## config.mk

```make
export PLATFORM = sky130hd
export DESIGN_NAME = instruction_loader
export DESIGN_NICKNAME = d
export VERILOG_FILES = /design/src/rtl/instruction_loader.sv
export SDC_FILE = /design/constraint.sdc
export NUM_CORES = 1
export LEC_CHECK = 0
export BUFFER_PORTS_ARGS = -buffer_cell sky130_fd_sc_hd__buf_2
export CAP_MARGIN = 20
export CORE_ASPECT_RATIO = 0.9
export CORE_MARGIN = 8
export CORE_UTILIZATION = 50
export CTS_CLUSTER_SIZE = 25
export DETAILED_ROUTE_END_ITERATION = 10
export PLACE_DENSITY_LB_ADDON = 0.15
export REMOVE_ABC_BUFFERS = 1
export SKIP_CTS_REPAIR_TIMING = 1
export SLEW_MARGIN = 20
export SYNTH_ARGS = -nofsm -noshare
export SYNTH_HDL_FRONTEND = slang
export SYNTH_SLANG_ARGS = --single-unit
export TNS_END_PERCENT = 20
```

## constraint.sdc

```tcl
create_clock -name clk -period 5.1 [get_ports clk]
set_input_delay 0.255 -clock clk [delete_from_list [all_inputs] [get_ports clk]]
set_output_delay 0.255 -clock clk [all_outputs]
set_load 0.05 [all_outputs]
```

## src/rtl/instruction_loader.sv

```systemverilog
// instruction_loader: streams 16-bit words into a byte-wide instruction memory, high byte first
module instruction_loader #(
  parameter int ADDR_W = 8,
  parameter int CNT_W  = 8
) (
  input  logic              clk,
  input  logic              reset_n,
  input  logic              start,
  input  logic [ADDR_W-1:0] base_addr,
  input  logic [CNT_W-1:0]  word_count,
  input  logic              in_valid,
  input  logic [15:0]       in_data,
  output logic              in_ready,
  output logic              wr_en,
  output logic [ADDR_W-1:0] wr_addr,
  output logic [7:0]        wr_data,
  output logic              busy,
  output logic              done,
  output logic [CNT_W-1:0]  words_written
);
  typedef enum logic [2:0] {IDLE, ACCEPT, WR_HI, WR_LO, DONE} state_t;
  state_t state, state_nx;
  logic [ADDR_W-1:0] addr, last_addr;
  logic [CNT_W-1:0] remaining;
  logic [15:0] word;
  logic [7:0] last_data;
  always_ff @(posedge clk or negedge reset_n)
    if (!reset_n) state <= IDLE;
    else state <= state_nx;
  always_comb begin
    state_nx = state;
    case (state)
      IDLE:    if (start) state_nx = (word_count == '0) ? DONE : ACCEPT;
      ACCEPT:  if (in_valid) state_nx = WR_HI;
      WR_HI:   state_nx = WR_LO;
      WR_LO:   state_nx = (remaining == CNT_W'(1)) ? DONE : ACCEPT;
      DONE:    state_nx = IDLE;
      default: state_nx = IDLE;
    endcase
  end
  // Strobes decode straight from state so an async reset drops wr_en without a clock edge
  assign in_ready = state == ACCEPT;
  assign wr_en    = state == WR_HI || state == WR_LO;
  assign busy     = state != IDLE;
  assign done     = state == DONE;
  assign wr_addr  = state == WR_HI ? addr : state == WR_LO ? addr + ADDR_W'(1) : last_addr;
  assign wr_data  = state == WR_HI ? word[15:8] : state == WR_LO ? word[7:0] : last_data;
  always_ff @(posedge clk or negedge reset_n)
    if (!reset_n) begin
      addr          <= '0;
      remaining     <= '0;
      words_written <= '0;
      word          <= '0;
      last_addr     <= '0;
      last_data     <= '0;
    end else begin
      if (state == IDLE && start) begin
        addr          <= base_addr;
        remaining     <= word_count;
        words_written <= '0;
      end
      if (state == ACCEPT && in_valid) word <= in_data;
      if (state == WR_LO) begin
        addr          <= addr + ADDR_W'(2);
        remaining     <= remaining - CNT_W'(1);
        words_written <= words_written + CNT_W'(1);
      end
      if (wr_en) begin
        last_addr <= wr_addr;
        last_data <= wr_data;
      end
    end
endmodule

```

[Yosys cells after proc, flatten, opt, wreduce, memory -nomap -nowiden]
Cells that the tools add are included.
W data, S select, Z words.
Word-level totals
  register bits: 59
  input bits: 36
  output and inout port bits: 28
  logic and storage cells: 41
Cells by class
  add/sub/neg operators: 4
  equality and inequality tests: 7
  mux-type cells: 15
  reductions and logical operators: 8
Operators with widths (number)
  $mux W8: 10
  $add A8 B1 Y8 const B: 2
  $mux W3: 4
  $pmux W3 S4: 1
  $add A8 B2 Y8 const B: 1
  $eq A8 B1 Y1 const B: 1
  $logic_not A8 Y1: 1
  $sub A8 B1 Y8 const B: 1
  $eq A3 B2 Y1 const B: 2
  $ne A2 B2 Y1 const B: 2
  $eq A3 B1 Y1 const B: 1
  $eq A3 B3 Y1 const B: 1
  $logic_not A3 Y1: 1
  $reduce_bool A3 Y1: 1
  $logic_and A1 B1 Y1: 2
  $reduce_and A2 Y1: 1
  $reduce_bool A2 Y1: 1
  $logic_or A1 B1 Y1: 1

[Depth between registers and ports, before layout]
Gate-level depths: netlist of run 1.
  depth in word-level cells: 4
  mapped depth: 7

[Worst setup path before layout of run 1]
OpenSTA, ideal clock, no wires.
  path type: register -> output
  start: register state[0]
  end: output port wr_addr[0]
  data arrival time: 2.141 ns
  required time: 4.845 ns
  path slack: 2.704 ns
  cell stages (with the launch flop): 6
  cell sequence: dfrtp_1 buf_2 buf_2 buf_2 xnor2_1 o21ai_0
On the way
  longest elaborated chain between the ends: 3
Ends and longest elaborated chain
  start, declared: line 22  | state_t state, state_nx;
  start signal, assigned: line 29  | else state <= state_nx;
  $eq A3 B2 Y1: line 46  | assign wr_addr = state == WR_HI ? addr : state == WR_LO ? addr + ADDR_W'(1) : last_addr;
  $mux W8: line 46
  $mux W8 *: line 46
  end, declared: line 15  | output logic [ADDR_W-1:0] wr_addr,
Every way passes the cells marked *; elsewhere a longest branch is shown, timed or not.

[Final worst setup path of run 1]
  start: register state[0]
  end: register addr[4]
On the way
  longest elaborated chain between the ends: 3
Ends and longest elaborated chain
  $logic_not A3 Y1: line 57  | if (state == IDLE && start) begin
  $logic_and A1 B1 Y1: line 57
  $reduce_bool A2 Y1 (no line)
  end signal, assigned: line 58  | addr <= base_addr;
  end signal, assigned: line 64  | addr <= addr + ADDR_W'(2);
  end, declared: line 23  | logic [ADDR_W-1:0] addr, last_addr;
Several ways; a longest one is shown, not always the timed one.
A chain may end at the register's enable or synchronous reset.

==> impl_metrics.yaml, run 1 <==
setup_path:
  worst-endpoint-required_ns: 5.31
  worst_setup_path_start_kind: "flop"
  critPathCaptureType: "flop"
  crit_family: "simple AND/OR/NAND/NOR gates"
  cp_num_buf_inv: 0
  cp_slowest_cell: "dfrtp_1"
  r2r_setup_slack_ns: 2.43
  crit_fanout: 27
  criticalPathCategory: "flop to flop"
  critPathArrivalTime_ns: 2.88
  worstPathCellList: "nand3b_1 > nand2_1 > o21ai_1 > a221o_1"
  slowest_delay_ns: 1.03
clocking:
  h-tree-depth: 3
  cts_buffers: 9
  root_buffer: "clkbuf_8"
  cts_tree: "yes"
  cts.sinks: 59
  cts.reportedPaths.clkPinSlew_ns: 0.06
  clk_latency_ns: 0.33
  cts_max_path_buffers: 2
floorplan:
  die_area_mm2: 0.00861
  die_x_um: 96.9
  core_mm2: 0.00569
  die_h_um: 88.8
  ios: 64
  rows: 26
  start_util_pct: 51.7
yosys:
  synth_most_common_cell: "dfrtp_1"
  synth_edf_count: 0
  syn-instance-count: 304
  yosysWarnings: 0
  ys.flop_type: "dfrtp_1"
  netlist_top_cells_area: "dfrtp_1, o21ai_1, nand2_1"
  syn_avg_cell_area_um2: 9.69
  async_flop_share_pct: 100
  netlist_area_mm2: 0.00295
  yosysTopAreaCell: "dfrtp_1"
  synth_commonest_cells: "dfrtp_1, nand2_1, o21ai_1"
  synth_seq_area_share_pct: 50.1
  synth-seq-cells: 59
  synth_top_cell_area_share_pct: 50.1
  synth_cell_type_count: 43
min_path:
  hp-class: "input port to async pin"
timing:
  fin_crit_sh_pct: 52.3
  tns_ns: 0
  drv_slew: 0
  finalSetupViolCount: 0
  fin_hold_ws_ns: 0.0499
  fmax_ghz: 0.375
  maxSlewHeadroom_pct: 31.0
  worst_pin_slew_ns: 1.04
  min_period_ns: 2.67
  hold_viol_final: 0
  grt_setup_unrepaired: "no"
  skew_ns: 0.00725
finish:
  multi_input_comb_area_mm2: 0.00136
  drive_gt1_share_pct: 23.4
  diodes: 0
  fill_cells: 515
  final_nets: 401
  ff_latch_area_mm2: 0.00148
  areaGrowthSynthToFinish_pct: 17.8
route:
  vias: 2333
  drt-total-wl_um: 6300
  drcViolationCount: 0
  drt_pass1_iterations: 4
  ant_nets: 0
  wl_per_cell_um: 14.5
  routed_via_density: 5.38
  first_iter_violations: 71
placed_design:
  dp_hpwl_um: 4580
  gp_congestion: 0.805
  portBuffers: 63
flow_run:
  maxCapViolations: 0
power:
  p_leak_nw: 1.64
  power_w: 0.00251
  power_per_cell_area_mw_per_mm2: 723
  ir_drop_v: 0.000360
run_status:
  outcome: "finished clean"
global_routing:
  grt_pass1_vias: 2407
  overflow: 0
  grt_max_degree: 60
  grt_pass1_wl_um: 10900
  antenna_found_initial: 0
  grt_usage_pct: 15.6
==> flip-flops by register name, indices dropped and copies added, names as in the netlist <==
register / cells
addr: 8
last_addr: 8
last_data: 8
remaining: 8
state: 3
word: 16
words_written: 8
==> cells by family after synthesis <==
family | after synthesis | synth area share (%)
buffers and inverters | 26 | 3.65
AOI/OAI and AO/OA | 76 | 14.8
DFF | 59 | 50.1
muxes | 28 | 10.2
and+or+nand+nor | 103 | 17.0
xor gates and xnor gates | 7 | 2.08
adders and majority gates | 5 | 2.12
==> metrics by stage <==
step / cells / area (um2) / worst slack [ns] / util (%)
4_1_cts: 434 / 3470 / 2.41 / 60.9
2_1_floorplan: 285 / 2860 / 2.29 / -
3_3_place_gp: 419 / 3280 / 2.45 / 57.6
3_5_place_dp: 419 / 3280 / 2.41 / 57.6
5_1_grt: 434 / 3470 / 2.15 / 60.9
6_report: 434 / 3470 / 2.43 / 60.9
==> layout make-up <==
type,instances,share of cell area [%]
flip-flops and latches,59,42.6
multi-input cells,219,39.3
repair buffers,64,9.30
clock buffers,11,4.08
well taps,70,2.52
clock inverters,4,1.48
inverters,7,0.757
==> metal layers <==
metal | track usage (%) | share of wire (%)
met1 | 18.4 | 46
met2 | 26.2 | 47
met3 | 6.40 | 5.8
met4 | 3.35 | 0.41
met5 | 0 | 0
==> where the power goes <==
| group | switching [W] | internal, W | total, W |
|---|---|---|---|
| logic | 0.000858 | 0.000382 | 0.00124 |
| clock network | 0.000177 | 0.000236 | 0.000413 |
| registers | 0.000184 | 0.000672 | 0.000856 |
| total | 0.00122 | 0.00129 | 0.00251 |
==> cell usage in the layout, fill, tap and decap left out, types with 2 or more instances in the layout <==
master | Yosys | final
clkbuf_8 | 0 | 10
mux2i_1 | 11 | 11
nor2_1 | 19 | 19
xnor2_1 | 3 | 3
o211ai_1 | 4 | 4
a221o_1 | 3 | 3
mux2_1 | 16 | 16
o22ai_1 | 2 | 2
dfrtp_1 | 59 | 59
buf_2 | 8 | 63
or4_4 | 2 | 2
xor2_1 | 4 | 4
a21oi_1 | 6 | 6
o21ai_1 | 47 | 47
ha_1 | 5 | 5
nand4_1 | 4 | 4
a31oi_1 | 2 | 2
nor3b_1 | 2 | 2
nand3_1 | 10 | 10
and3_1 | 5 | 5
nor4_1 | 3 | 3
inv_1 | 6 | 6
o21ai_0 | 4 | 4
a32oi_1 | 2 | 2
nand2_1 | 49 | 49
==> worst reg2reg max path: cells and delay by family (launching register included) <==
kind / cells / cell delay [ns]
AOI/OAI and AO/OA: 2 / 0.41
DFF: 1 / 1.03
and+or+nand+nor: 2 / 1.12
==> final timing paths <==
check | from | end | cells after the start
max | state[0] | addr[4] | 4
max reg2reg | state[0] | addr[4] | 4
min in group clk | in_data[10] | word[10] | 2
max in group asynchronous | reset_n | words_written[2] | 2
min reg2reg | last_addr[6] | last_addr[6] | 2
min | reset_n | last_addr[3] | 2
(Power assumes the default switching activity.)
==> run 2: changes to the inputs <==
--- a/config.mk
+++ b/config.mk
@@ -9,7 +9,7 @@
 export CAP_MARGIN = 20
 export CORE_ASPECT_RATIO = 0.9
 export CORE_MARGIN = 8
-export CORE_UTILIZATION = 50
+export CORE_UTILIZATION = 49
 export CTS_CLUSTER_SIZE = 25
 export DETAILED_ROUTE_END_ITERATION = 10
 export PLACE_DENSITY_LB_ADDON = 0.15
==> constraint.sdc (replaced) <==
create_clock -name clk -period 2.45 [get_ports clk]
set_input_delay 0.1225 -clock clk [delete_from_list [all_inputs] [get_ports clk]]
set_output_delay 0.1225 -clock clk [all_outputs]
set_load 0.05 [all_outputs]
==> run 2 against run 1 <==
Effect of this change: the run now ends with hold timing left; non-clock buffer count is 15 higher; via count is 2.5% higher; total power is 110% higher; flip-flop and latch count stayed put; worst hold slack worse by 0.12 ns; register-to-register slack worse by 1.9 ns; clock skew hardly changed; global-route usage is 0.47 points higher; count of clock-buffer cells in the layout is 1 higher; largest power group unchanged; sequential power is 100% higher; first-iteration DRC count is 18% lower.
==> impl_metrics.yaml, run 2 (synthesis gave the netlist of run 1 again) <==
run_status:
  outcome: "complete, but fails checks"
  violations: "hold timing"
power:
  ir_drop_v: 0.000643
  p_leak_nw: 1.70
  power_per_cell_area_mw_per_mm2: 1460
  power_w: 0.00522
route:
  first_iter_violations: 58
  wl_per_cell_um: 15.0
  drt-total-wl_um: 6720
  drt_pass1_iterations: 4
  routed_via_density: 5.33
  vias: 2391
  drcViolationCount: 0
  ant_nets: 0
timing:
  fmax_ghz: 0.468
  min_period_ns: 2.14
  grt_setup_unrepaired: "no"
  fin_ws_ns: 0.314
  drv_slew: 0
  skew_ns: 0.00747
  maxSlewHeadroom_pct: 50.2
  fin_crit_sh_pct: 87.2
  worst_pin_slew_ns: 0.747
  fin_hold_ws_ns: -0.0745
  finalSetupViolCount: 0
  hold_viol_final: 59
finish:
  final_nets: 416
  final_cell_mix: "buf_2, dfrtp_1, nand2_1, o21ai_1, nor2_1"
  diodes: 0
  final_common_cell: "buf_2"
  largest_register_ffs: 16
  largest-register: "word"
  areaGrowthSynthToFinish_pct: 21.4
  drive_gt1_share_pct: 24.0
  fin_util_pct: 62.1
floorplan:
  ios: 64
  die_area_mm2: 0.00875
  start_util_pct: 51.2
  core_mm2: 0.00576
  die_x_um: 97.7
  die_h_um: 89.6
  rows: 26
clocking:
  cts_tree: "yes"
  cts_buffers: 9
  cts_max_path_buffers: 2
  h-tree-depth: 3
  root_buffer: "clkbuf_8"
  clk_latency_ns: 0.33
  cts.reportedPaths.clkPinSlew_ns: 0.07
  cts.sinks: 59
global_routing:
  antenna_found_initial: 0
  grt_pass1_vias: 2387
  grt_usage_pct: 16.0
  overflow: 0
  grt_pass1_wl_um: 11100
  grt_max_degree: 60
placed_design:
  gp_congestion: 0.817
  portBuffers: 63
  dp_hpwl_um: 4760
  dp_slack_ns: 0.475
setup_path:
  crit_fanout: 20
  worstPathCellList: "buf_4 > nand3_1 > nor2_1 > xnor2_1 > o21ai_1 > buf_2"
  criticalPathCategory: "flop to output port"
  worst_setup_path_start_kind: "flop"
  critPathCaptureType: "output port"
  slowest_delay_ns: 0.51
  cp_slowest_cell: "dfrtp_1"
  crit_family: "buffers and inverters"
  cp_num_buf_inv: 2
  critPathArrivalTime_ns: 2.01
  r2r_setup_slack_ns: 0.55
  worst-endpoint-required_ns: 2.33
flow_run:
  maxCapViolations: 0
min_path:
  hp-class: "input port to async pin"
## run 2: changes by cell type in the layout (fill, tap and decap cells not counted), sizes merged
| cell | delta |
|---|---|
| bufinv | -1 |
| clkinv | +1 |
| clkinvlp | -1 |
| buf | +7 |
| clkbuf | +1 |
| dlygate4sd3 | +8 |
## run 2: layer usage
layer  vias to the layer above  wire length (um)  track usage (%)
met5                         -                 0                0
met4                         0                90             6.50
met3                        10               379             5.99
met2                        51              3250             26.9
met1                      1107              3000             18.4
li1                       1223                 -                -
## run 2: worst paths after layout
path | from | end | cells after the start
max in group asynchronous | reset_n | remaining[3] | 2
min reg2reg | last_addr[0] | last_addr[0] | 2
max | state[0] | wr_addr[7] | 6
min in group clk | in_data[5] | word[5] | 2
min | reset_n | last_addr[7] | 2
max reg2reg | state[1] | words_written[7] | 5
## run 2: worst register-to-register path, cell delays in order (launching register included)
cell     delay [ns]
dfrtp_1        0.57
and3b_1        0.53
buf_4          0.24
nand4_1        0.14
nor2_1         0.15
mux2i_1        0.19
## run 2: layout make-up
class	instances	area [um2]
Clock inverter	3	15.0
Sequential cell	59	1480
Tap cell	70	87.6
Inverter	7	26.3
Timing Repair Buffer	79	455
Multi-Input combinational cell	219	1370
Fill cell	499	2180
Clock buffer	12	145
## run 2: metrics by stage
step,cell area [um2],TNS (ns),instances
floorplan,2860,-0.227,285
global placement,3330,0,426
detailed placement,3330,0,426
CTS,3490,0,441
global route,3570,0,449
finish,3570,0,449
## run 2: report_power, final
group	internal (W)	switching, W	total, W
Clock	0.000384	0.000358	0.000742
Sequential	0.00140	0.000344	0.00174
Combinational	0.000858	0.00187	0.00273
==> run 3: changes to the inputs <==
--- a/config.mk
+++ b/config.mk
@@ -5,9 +5,8 @@
 export SDC_FILE = /design/constraint.sdc
 export NUM_CORES = 1
 export LEC_CHECK = 0
-export BUFFER_PORTS_ARGS = -buffer_cell sky130_fd_sc_hd__buf_2
+export BUFFER_PORTS_ARGS = -buffer_cell sky130_fd_sc_hd__buf_4
 export CAP_MARGIN = 20
-export CORE_ASPECT_RATIO = 0.9
 export CORE_MARGIN = 8
 export CORE_UTILIZATION = 49
 export CTS_CLUSTER_SIZE = 25
@@ -19,4 +18,4 @@
 export SYNTH_ARGS = -nofsm -noshare
 export SYNTH_HDL_FRONTEND = slang
 export SYNTH_SLANG_ARGS = --single-unit
-export TNS_END_PERCENT = 20
+export TNS_END_PERCENT = 10
==> run 3 against run 2 <==
Effect of this change: fmax is 3.6% higher; sequential share of layout area is 2.2 points lower; first-iteration DRC count increased by 52%; die area about the same; the run now ends clean; worst hold slack improved by 0.084 ns; clock skew up 0.00057 ns; non-clock buffer count increased by 1; cell area up 5.6%.
==> impl_metrics.yaml, run 3 (synthesis gave the netlist of run 1 again) <==
timing:
  worst_pin_slew_ns: 0.743
  grt_setup_unrepaired: "no"
  fmax_ghz: 0.485
  drv_slew: 0
  min_period_ns: 2.06
  skew_ns: 0.00805
  fin_crit_sh_pct: 84.1
  maxSlewHeadroom_pct: 50.5
  finalSetupViolCount: 0
  hold_viol_final: 0
finish:
  largest_register_ffs: 16
  largest-register: "word"
  diodes: 0
  areaGrowthSynthToFinish_pct: 28.2
  final_cell_mix: "buf_4, dfrtp_1, nand2_1, o21ai_1, nor2_1"
  drive_gt1_share_pct: 24.2
  final_common_cell: "buf_4"
  design_area_mm2: 0.00377
  final_nets: 417
  fin_cells: 455
floorplan:
  core_mm2: 0.00585
  die_x_um: 93.5
  die_area_mm2: 0.00875
  rows: 28
  die_h_um: 93.5
  start_util_pct: 50.3
  ios: 64
global_routing:
  grt_usage_pct: 16.3
  grt_pass1_vias: 2441
  grt_max_degree: 60
  overflow: 0
  grt_pass1_wl_um: 11300
  antenna_found_initial: 0
clocking:
  cts_tree: "yes"
  cts_buffers: 9
  cts.sinks: 59
  clk_latency_ns: 0.33
  root_buffer: "clkbuf_8"
  cts_max_path_buffers: 2
  cts.reportedPaths.clkPinSlew_ns: 0.06
  h-tree-depth: 3
route:
  wl_per_cell_um: 14.9
  ant_nets: 0
  first_iter_violations: 88
  vias: 2438
  wl_met2_um: 3400
  drcViolationCount: 0
  routed.top_layer: "met4"
  dr_wl_met3_um: 310
  routed_via_density: 5.36
  drt-total-wl_um: 6780
  drt_pass1_iterations: 4
  met1Wirelength_um: 3000
placed_design:
  postPlaceCellArea_mm2: 0.00351
  gp_congestion: 0.815
  portBuffers: 63
  dp_hpwl_um: 4840
  placed_cells: 431
setup_path:
  criticalPathCategory: "flop to output port"
  r2r_setup_slack_ns: 0.61
  worst_setup_path_start_kind: "flop"
  critPathArrivalTime_ns: 1.94
  reg2regPathDepth: 4
  worst-endpoint-required_ns: 2.33
  critPathCaptureType: "output port"
  crit_fanout: 8
power:
  ir_drop_v: 0.000821
  power_per_cell_area_mw_per_mm2: 1450
  p_leak_nw: 1.76
run_status:
  outcome: "finished clean"
flow_run:
  maxCapViolations: 0
min_path:
  hp-class: "input port to flop"
  holdPathStages: 2
run 3: changes by cell type in the layout (fill, tap and decap cells not counted):
cell,before,now
buf_2,63,0
buf_4,8,70
clkbuf_8,10,12
buf_12,0,1
clkbuf_1,2,1
clkinv_2,3,2
dlygate4sd3_1,8,9
nand2b_2,0,1
nand2b_4,1,0
run 3: layer usage:
| layer | GRT usage, % | up-vias |
|---|---|---|
| met5 | 0 | - |
| met4 | 7.13 | 0 |
| met3 | 4.89 | 8 |
| met2 | 27.0 | 47 |
| met1 | 19.0 | 1160 |
| li1 | - | 1223 |
run 3: power by group:
group | switching [W] | internal, W | total [W] | leakage (nW)
clock | 0.000361 | 0.000441 | 0.000802 | 0.0953
sequential | 0.000332 | 0.00140 | 0.00173 | 0.730
combinational | 0.00189 | 0.00104 | 0.00293 | 0.931
total | 0.00259 | 0.00288 | 0.00547 | 1.76
run 3: stage by stage:
step           hold slack [ns]  utilization, %  setup TNS (ns)  worst slack, ns  power [W]
2_1_floorplan           -0.173               -          -0.227           -0.227    0.00377
3_3_place_gp             0.244            59.9               0            0.669    0.00464
3_5_place_dp             0.243            59.9               0            0.610    0.00471
4_1_cts                 -0.111            63.0               0            0.381    0.00551
5_1_grt                0.00341            64.5               0            0.226    0.00587
6_report               0.00959            64.5               0            0.389    0.00547
run 3: final cells by class:
cell class,count,area (um2)
timing repair buffer,80,636
clock buffer,13,169
inverter,7,26.3
tap,75,93.8
sequential,59,1480
multi-input combinational,219,1360
clock inverter,2,10.0
fill,501,2080
run 3: worst max-delay path, cell delays in order, from the launching register on:
cell and delay (ns):
dfrtp_1 0.48, ha_1 0.27, and3_1 0.22, nand3_1 0.10, xor2_1 0.17, o21ai_1 0.14
buf_4 0.22
run 3: worst paths after layout:
path	start	endpoint
worst max-delay path	addr[2]	wr_addr[5]
worst min-delay path	in_data[2]	word[2]
worst max register to register	state[1]	remaining[7]
worst min register to register	last_addr[7]	last_addr[7]
max in group asynchronous	reset_n	state[2]
min in group asynchronous	reset_n	last_addr[7]
